**config.mk**
```make
export PLATFORM = sky130hd
export DESIGN_NAME = uart_rx
export DESIGN_NICKNAME = d
export VERILOG_FILES = /design/src/rtl/uart_pkg.sv /design/src/rtl/uart_sync.sv /design/src/rtl/uart_rx.sv
export SDC_FILE = /design/constraint.sdc
export NUM_CORES = 1
export LEC_CHECK = 0
export CORE_MARGIN = 4
export CORE_UTILIZATION = 42
export CTS_CLUSTER_SIZE = 28
export DETAILED_ROUTE_END_ITERATION = 12
export PLACE_DENSITY_LB_ADDON = 0.15
export SLEW_MARGIN = 20
export SYNTH_ARGS = -nofsm -noshare
export SYNTH_HDL_FRONTEND = slang
export SYNTH_HIERARCHICAL = 1
export SYNTH_SLANG_ARGS = --single-unit
```
**constraint.sdc**
```tcl
create_clock -name clk -period 4.08 [get_ports clk]
set_input_delay 0.816 -clock clk [delete_from_list [all_inputs] [get_ports clk]]
set_output_delay 0.816 -clock clk [all_outputs]
set_load 0.05 [all_outputs]
```
**src/rtl/uart_pkg.sv**
```systemverilog
// Shared UART definitions: state encodings, widths and the baud-divider clamp.
package uart_pkg;

   localparam int unsigned DATA_W           = 8;
   localparam logic [15:0] DEFAULT_BAUD_DIV = 16'h43D;
   localparam int unsigned MIN_DIV          = 4;

   typedef enum logic [4:0] {
      IDLE      = 5'b00001,
      START     = 5'b00010,
      DATA      = 5'b00100,
      STOP      = 5'b01000,
      WAIT_IDLE = 5'b10000
   } uart_state_e;

   function automatic logic [15:0] clamp_div(input logic [15:0] div, input logic [15:0] min_div);
      return (div < min_div) ? min_div : div;
   endfunction

endpackage

```
**src/rtl/uart_sync.sv**
```systemverilog
// Flop-chain synchroniser for an asynchronous serial line; resets to the idle (high) level.
module uart_sync #(
   parameter int unsigned STAGES = 2
) (
   input  logic clk,
   input  logic rst,
   input  logic din,
   output logic dout
);

   logic [STAGES-1:0] chain;

   always_ff @(posedge clk or negedge rst) begin
      if (!rst) begin
         chain <= '1;
      end else begin
         chain <= {chain[STAGES-2:0], din};
      end
   end

   assign dout = chain[STAGES-1];

endmodule

```
**src/rtl/uart_rx.sv**
```systemverilog
// 8N1 UART receiver: mid-bit sampling with a run-time divider latched at each start bit.
module uart_rx #(
   parameter int unsigned SYNC_STAGES = 2,
   parameter int unsigned MIN_DIV     = uart_pkg::MIN_DIV
) (
   input  logic        clk,
   input  logic        rst,
   input  logic        rx_i,
   input  logic [15:0] baud_div,
   output logic [7:0]  data_out,
   output logic        rx_done,
   output logic        frame_err,
   output logic        busy
);
   import uart_pkg::*;

   logic              rx_s;
   uart_state_e       state;
   logic [15:0]       div_q;
   logic [15:0]       bit_cnt;
   logic [2:0]        bit_idx;
   logic [DATA_W-1:0] shift_q;
   logic              armed_q;
   logic [15:0]       half_m1;
   logic [15:0]       div_m1;

   uart_sync #(
      .STAGES (SYNC_STAGES)
   ) u_sync (
      .clk  (clk),
      .rst  (rst),
      .din  (rx_i),
      .dout (rx_s)
   );

   assign half_m1 = (div_q >> 1) - 16'd1;
   assign div_m1  = div_q - 16'd1;

   // Reset lands in WAIT_IDLE; armed_q holds it there until the synchroniser has flushed its
   // reset-high contents, so a line that is already low is never mistaken for a start edge.
   always_ff @(posedge clk or negedge rst) begin
      if (!rst) begin
         state     <= WAIT_IDLE;
         div_q     <= 16'(MIN_DIV);
         bit_cnt   <= 16'd0;
         bit_idx   <= 3'd0;
         shift_q   <= '0;
         armed_q   <= 1'b0;
         data_out  <= 8'h00;
         rx_done   <= 1'b0;
         frame_err <= 1'b0;
         busy      <= 1'b0;
      end else begin
         rx_done   <= 1'b0;
         frame_err <= 1'b0;
         bit_cnt   <= bit_cnt + 16'd1;
         unique case (state)
            IDLE: begin
               bit_cnt <= 16'd0;
               if (!rx_s) begin
                  state <= START;
                  busy  <= 1'b1;
                  div_q <= clamp_div(baud_div, 16'(MIN_DIV));
               end
            end
            START: begin
               if (bit_cnt == half_m1) begin
                  bit_cnt <= 16'd0;
                  bit_idx <= 3'd0;
                  if (!rx_s) begin
                     state <= DATA;
                  end else begin
                     state <= IDLE;
                     busy  <= 1'b0;
                  end
               end
            end
            DATA: begin
               if (bit_cnt == div_m1) begin
                  bit_cnt <= 16'd0;
                  shift_q <= {rx_s, shift_q[DATA_W-1:1]};
                  bit_idx <= bit_idx + 3'd1;
                  if (bit_idx == 3'd7) begin
                     state <= STOP;
                  end
               end
            end
            STOP: begin
               if (bit_cnt == div_m1) begin
                  bit_cnt <= 16'd0;
                  if (rx_s) begin
                     data_out <= shift_q;
                     rx_done  <= 1'b1;
                     state    <= IDLE;
                     busy     <= 1'b0;
                  end else begin
                     frame_err <= 1'b1;
                     state     <= WAIT_IDLE;
                  end
               end
            end
            WAIT_IDLE: begin
               if (bit_cnt == 16'(SYNC_STAGES - 1)) begin
                  armed_q <= 1'b1;
               end
               if (rx_s && armed_q) begin
                  state   <= IDLE;
                  busy    <= 1'b0;
                  bit_cnt <= 16'd0;
               end
            end
            default: begin
               state   <= WAIT_IDLE;
               busy    <= 1'b0;
               bit_cnt <= 16'd0;
            end
         endcase
      end
   end

endmodule

```
==> results_dict.tcl, run 1 <==
set metrics [dict create \
    status "finished, final reports clean" \
    synthesis.area_sq_um 3750 \
    numCtsBuffers 9 \
    drc 0 \
    vias_per_cell 5.48 \
    rows 34 \
    cts_tree "built" \
    synth_edf_count 0 \
    place.gp.congestion 0.913 \
    syn_to_final_growth_pct 13.9 \
    skew_ns 0.00740 \
    initial_core_util_pct 43.0 \
    ir_worst_vdd_v 0.000404 \
    vias 2891 \
    yosysSeqAreaShare_pct 41.5 \
    drv_cap 0 \
    clock_sinks 62 \
    synthTopCellsByArea "dfrtp_1 (39%), mux2_2 (7.2%), xnor2_1 (6.1%)" \
    die_y_microns 103 \
    cts_resized 0 \
    io_pins 30 \
    synthCells 395 \
    port_buffers 29 \
    power_density_nw_per_um2 549 \
    drv_slew 0 \
    cts_root_buffer "clkbuf_8" \
    reg2reg_depth 10 \
    overflow 0 \
    crit_path_end_kind "flop" \
    synth_top_flop_cell "dfrtp_1" \
    cp_data_arrival_time_ns 3.68 \
    final_layout_size_suffix_gt1_share_pct 14.5 \
    cts_max_level 3 \
    critPathKind "reg2reg" \
    wire_per_inst_microns 15.9 \
    fmax_mhz 290 \
    initialDrtViolationCount 103 \
    antenna_cells 0 \
    drt_first_pass_iters 4 \
    hold_buffers 0 \
    syn_area_per_cell_sq_um 9.50 \
    tightest_slew_ns 0.936 \
    leakage_nw 1.85 \
    clock_latency_ns 0.35 \
    hold_end "u_sync/chain[1]" \
    netlist.top_cell.by_area "dfrtp_1" \
    hp-start "u_sync/chain[0]" \
    postCtsSetupRepairBufs 0 \
    syn_nets 420 \
    nNetsFinal 440 \
    final.period_utilization_pct 84.4 \
    grt_pass1_vias 2816 \
    finalHoldViolations 0 \
    placedCellCount 512 \
    worst_setup_path_start_kind "flop" \
    cp.required_ns 4.32 \
    ys_types 58 \
    die_x_microns 103 \
    rsz0062_at_grt "false" \
    coreArea_sq_um 8720 \
    ant_nets 0 \
    clock_path_buffers 2 \
    fill_cells 826 \
    synthArstFlopShare_pct 100 \
    grt_first_pass_wirelength_mm 14.2 \
    cts.clk_slew.worst_paths_ns 0.08 \
    antenna_found_initial 0 \
    utilization_pct 49.0 \
    yosysWarnings 6 \
    grt_start_max_net_pins 44 \
    synth-seq-cells 62 \
    hold_path_class "reg2reg" \
    cp_max_fo 13 \
    setup_viol 0 \
    routed_wl_mm 8.42 \
    slew-limit-headroom_pct 37.6 \
    hpwl_mm 6.37 \
    fin_crit_ns 3.44 \
    reg2reg_setup_slack_ns 0.64 \
    hold_path_depth 0 \
    r2r_end "bit_idx[0]" \
    grt_usage_pct 17.6 \
    reg2reg_from "div_q[0]" \
    finalNonFillerCells 528 \
    yosysTopAreaCellShare_pct 38.7 \
    tns_ns 0 \
    die_area_sq_um 10500 \
]
==> sequential cells by signal, indices dropped and copies added, names as in the netlist <==
register / flops
bit_idx: 3
div_q: 16
shift_q: 8
data_out: 8
state: 5
rx_done: 1
u_sync/chain: 2
armed_q: 1
frame_err: 1
bit_cnt: 16
busy: 1
==> logic make-up after synthesis <==
| kind of cell | after synthesis | share of synthesized area, % |
|---|---|---|
| compound gates | 54 | 10.3 |
| xor+xnor | 50 | 11.7 |
| fa+ha+maj | 6 | 2.00 |
| buf+inv | 36 | 4.37 |
| flops | 62 | 41.5 |
| mux | 25 | 7.47 |
| simple gates | 162 | 22.7 |
==> worst max-delay path: stages (launching register included) <==
cell and delay (ns):
dfrtp_1 0.40, inv_1 0.12, ha_1 0.24, nor3b_1 0.50
nand3_1 0.18, a211o_1 0.33, a2111oi_4 0.47, nand3_4 0.15
nor2_2 0.47, o21bai_1 0.18, mux2_2 0.29
==> synthesized netlist by cell type (3+ instances only) <==
cell	count
buf_2	4
dfstp_2	4
xnor2_1	26
a21oi_1	12
mux2_2	24
dfrtp_1	58
nand2_1	42
ha_1	6
nor2_1	36
inv_1	8
nand2b_1	3
nor4_1	14
o22ai_1	3
nor2b_1	4
and2_1	4
and3_1	8
xor2_1	24
o21ai_0	10
a31oi_1	4
and3b_1	3
nand4_1	3
buf_6	3
nand3b_1	5
nor3_1	8
or3_1	3
nand3_1	14
clkbuf_1	20
==> worst max-delay path by stage <==
stage,startpoint,end,slack (ns),cells after the start
after floorplan,div_q[8],shift_q[2],1.04,9
final,div_q[0],bit_idx[0],0.64,10
after global placement,div_q[2],bit_cnt[14],0.69,12
after detailed placement,div_q[0],bit_idx[0],0.64,10
after global routing,div_q[0],bit_idx[0],0.36,10
after CTS,div_q[0],bit_idx[0],0.61,10
==> routing by layer <==
layer	part of all wire [%]	track usage, %
met5	0	0
met4	2.5	7.37
met3	4.4	3.65
met2	44	24.7
met1	49	26.3
==> final cells by class <==
cell class                 instances  area (sq um)  share of cell area [%]
tap                              108           135                    3.16
timing repair buffer              37           345                    8.08
clock inverter                     7          50.0                    1.17
multi-input combinational        297          2030                    47.6
inverter                           8          30.0                   0.703
clock buffer                       9           124                    2.90
sequential                        62          1560                    36.4
==> power breakdown <==
group          total (mW)  internal [mW]  switching (mW)
combinational       0.918          0.433           0.484
clock               0.481          0.220           0.261
sequential          0.947          0.726           0.221
total                2.35           1.38           0.966
==> placed cells by master (no fill, tap or decap), types with 10 or more instances in the layout <==
cell type	Yosys	routed
dfrtp_1	58	58
nand2_1	42	42
nor2_1	36	36
clkdlybuf4s50_1	0	28
xnor2_1	26	26
xor2_1	24	24
mux2_2	24	24
nor4_1	14	14
nand3_1	14	14
a21oi_1	12	12
o21ai_0	10	10
==> per-stage QoR <==
step | hold slack (ns) | total power [mW] | instance area, sq um | setup WS (ns)
floorplan | 0.345 | 1.64 | 3750 | 1.04
CTS | 0.364 | 2.36 | 4270 | 0.610
global route | 0.367 | 2.54 | 4270 | 0.361
global placement | 0.347 | 1.86 | 4100 | 0.686
detailed placement | 0.354 | 1.87 | 4100 | 0.637
finish | 0.362 | 2.35 | 4270 | 0.637
Power figures use the tool's default switching activity.
==> run 2: changes to the inputs <==
==> constraint.sdc (replaced) <==
create_clock -name clk -period 3.4 [get_ports clk]
set_input_delay 0.68 -clock clk [delete_from_list [all_inputs] [get_ports clk]]
set_output_delay 0.68 -clock clk [all_outputs]
set_load 0.05 [all_outputs]
==> run 2 against run 1 <==
Net effect:
- clock power grew 39%
- register-to-register slack lost 0.33 ns
- combinational power rose by 34%
- flip-flop and latch count unchanged
- routed wire length rose by 3.2%
- sequential share of layout area fell by 0.96 points
==> results_dict.tcl, run 2 (same netlist as run 1, synthesis figures left out) <==
set metrics [dict create \
    status "finished, final reports clean" \
    vias 2919 \
    hpwl_mm 6.59 \
    reg2reg_depth 9 \
    drv_slew 0 \
    initial_core_util_pct 43.0 \
    hold_end "u_sync/chain[1]" \
    crit_path_end_kind "flop" \
    antenna_found_initial 0 \
    initialDrtViolationCount 105 \
    cp.required_ns 3.63 \
    layout_common_cells "dfrtp_1 (58), nand2_1 (42), nor2_1 (36), clkdlybuf4s50_1 (28), xnor2_1 (26)" \
    fill_cells 800 \
    numCtsBuffers 9 \
    final_layout_size_suffix_gt1_share_pct 16.6 \
    cts_resized 0 \
    final.period_utilization_pct 90.9 \
    fmax_mhz 324 \
    hold_buffers 0 \
    nNetsFinal 449 \
    setup_viol 0 \
    drv_cap 0 \
    cts.clk_slew.worst_paths_ns 0.08 \
    skew_ns 0.0137 \
    grt_first_pass_wirelength_mm 14.4 \
    slew-limit-headroom_pct 48.2 \
    postCtsSetupRepairBufs 0 \
    cts_tree "built" \
    cp_data_arrival_time_ns 3.32 \
    io_pins 30 \
    final_common_cell "dfrtp_1" \
    tns_ns 0 \
    die_area_sq_um 10500 \
    port_buffers 29 \
    die_y_microns 103 \
    overflow 0 \
    ant_nets 0 \
    drc 0 \
    critPathMaxStageDelay_ns 0.53 \
    grt_start_max_net_pins 63 \
    critPathKind "reg2reg" \
    drt_first_pass_iters 5 \
    syn_to_final_growth_pct 16.9 \
    path_cells "or4_4, or3_1, a211o_1, a2111oi_4, nand3_4, nor2_2, buf_4, o21bai_1, mux2_2" \
    routed_wl_mm 8.68 \
    leakage_nw 1.91 \
    place.gp.congestion 0.918 \
    reg_top3 "bit_cnt: 16 flops, div_q: 16 flops" \
    cts_root_buffer "clkbuf_8" \
    critPathBufInv 1 \
    ir_worst_vdd_v 0.000459 \
    reg2reg_setup_slack_ns 0.31 \
    coreArea_sq_um 8720 \
    clock_sinks 62 \
    vias_per_cell 5.44 \
    clock_latency_ns 0.35 \
    power_density_nw_per_um2 682 \
    critPathTopFamily "simple AND/OR/NAND/NOR gates" \
    whs_ns 0.358 \
    fin_crit_ns 3.09 \
    worst_setup_path_start_kind "flop" \
    worst_path_max_delay_cell "or4_4" \
    r2r_end "bit_idx[0]" \
    hold_path_class "reg2reg" \
    cp_max_fo 13 \
    rows 34 \
    antenna_cells 0 \
    reg2reg_from "div_q[11]" \
    clock_path_buffers 2 \
    grt_pass1_vias 2884 \
    tightest_slew_ns 0.776 \
    hold_path_depth 0 \
    cts_max_level 3 \
    wire_per_inst_microns 16.2 \
    hp-start "u_sync/chain[0]" \
    finalHoldViolations 0 \
    grt_usage_pct 17.9 \
    die_x_microns 103 \
    rsz0062_at_grt "false" \
]
-- run 2: changes by cell type in the layout (fill, tap and decap cells not counted), sizes merged --
cell      change
clkinv        -1
inv           +1
bufinv        +1
clkinvlp      -1
buf           +9
-- run 2: how the worst max path moves through the flow --
stage | from | endpoint | slack, ns | cells past startpoint
floorplan | div_q[8] | shift_q[2] | 0.36 | 9
global placement | div_q[0] | bit_idx[0] | 0.31 | 11
detailed placement | div_q[0] | bit_idx[0] | 0.20 | 11
CTS | div_q[0] | bit_idx[0] | 0.19 | 11
global route | div_q[2] | bit_idx[0] | 0.15 | 13
finish | div_q[11] | bit_idx[0] | 0.31 | 9
-- run 2: through the flow --
| stage | total power [mW] | instance area [sq um] | util, % | setup slack, ns | instances |
|---|---|---|---|---|---|
| detailed placement | 2.33 | 4180 | 47.9 | 0.200 | 521 |
| CTS | 3.00 | 4380 | 50.3 | 0.185 | 537 |
| floorplan | 1.97 | 3750 | - | 0.364 | 395 |
| global route | 3.20 | 4390 | 50.3 | 0.154 | 537 |
| global placement | 2.31 | 4180 | 47.9 | 0.313 | 521 |
| finish | 2.99 | 4390 | 50.3 | 0.311 | 537 |
-- run 2: power breakdown --
group	leakage, nW	switching [mW]	internal (mW)
logic	1.00	0.657	0.577
registers	0.816	0.220	0.872
clock network	0.0964	0.323	0.346
-- run 2: cell type report --
class | instances | area, sq um | area share, %
multi-input cells | 297 | 2040 | 46.4
clock buffers | 9 | 124 | 2.82
inverters | 8 | 30.0 | 0.684
clock inverters | 7 | 80.1 | 1.82
flip-flops and latches | 62 | 1560 | 35.5
repair buffers | 46 | 425 | 9.69
well taps | 108 | 135 | 3.08
-- run 2: layer usage --
layer	vias to the layer above	share of wire [%]	GRT usage, %
li1	1443	-	-
met1	1402	47	24.4
met2	60	47	28.7
met3	14	4.9	3.86
met4	0	1.6	5.35
met5	-	0	0
==> run 3: changes to the inputs <==
--- a/config.mk
+++ b/config.mk
@@ -9,6 +9,7 @@
 export CORE_UTILIZATION = 42
 export CTS_CLUSTER_SIZE = 28
 export DETAILED_ROUTE_END_ITERATION = 12
+export HOLD_SLACK_MARGIN = 0.15
 export PLACE_DENSITY_LB_ADDON = 0.15
 export SLEW_MARGIN = 20
 export SYNTH_ARGS = -nofsm -noshare
==> results of run 3 <==
Final layout, timing and power as in run 2 (identical DEF).
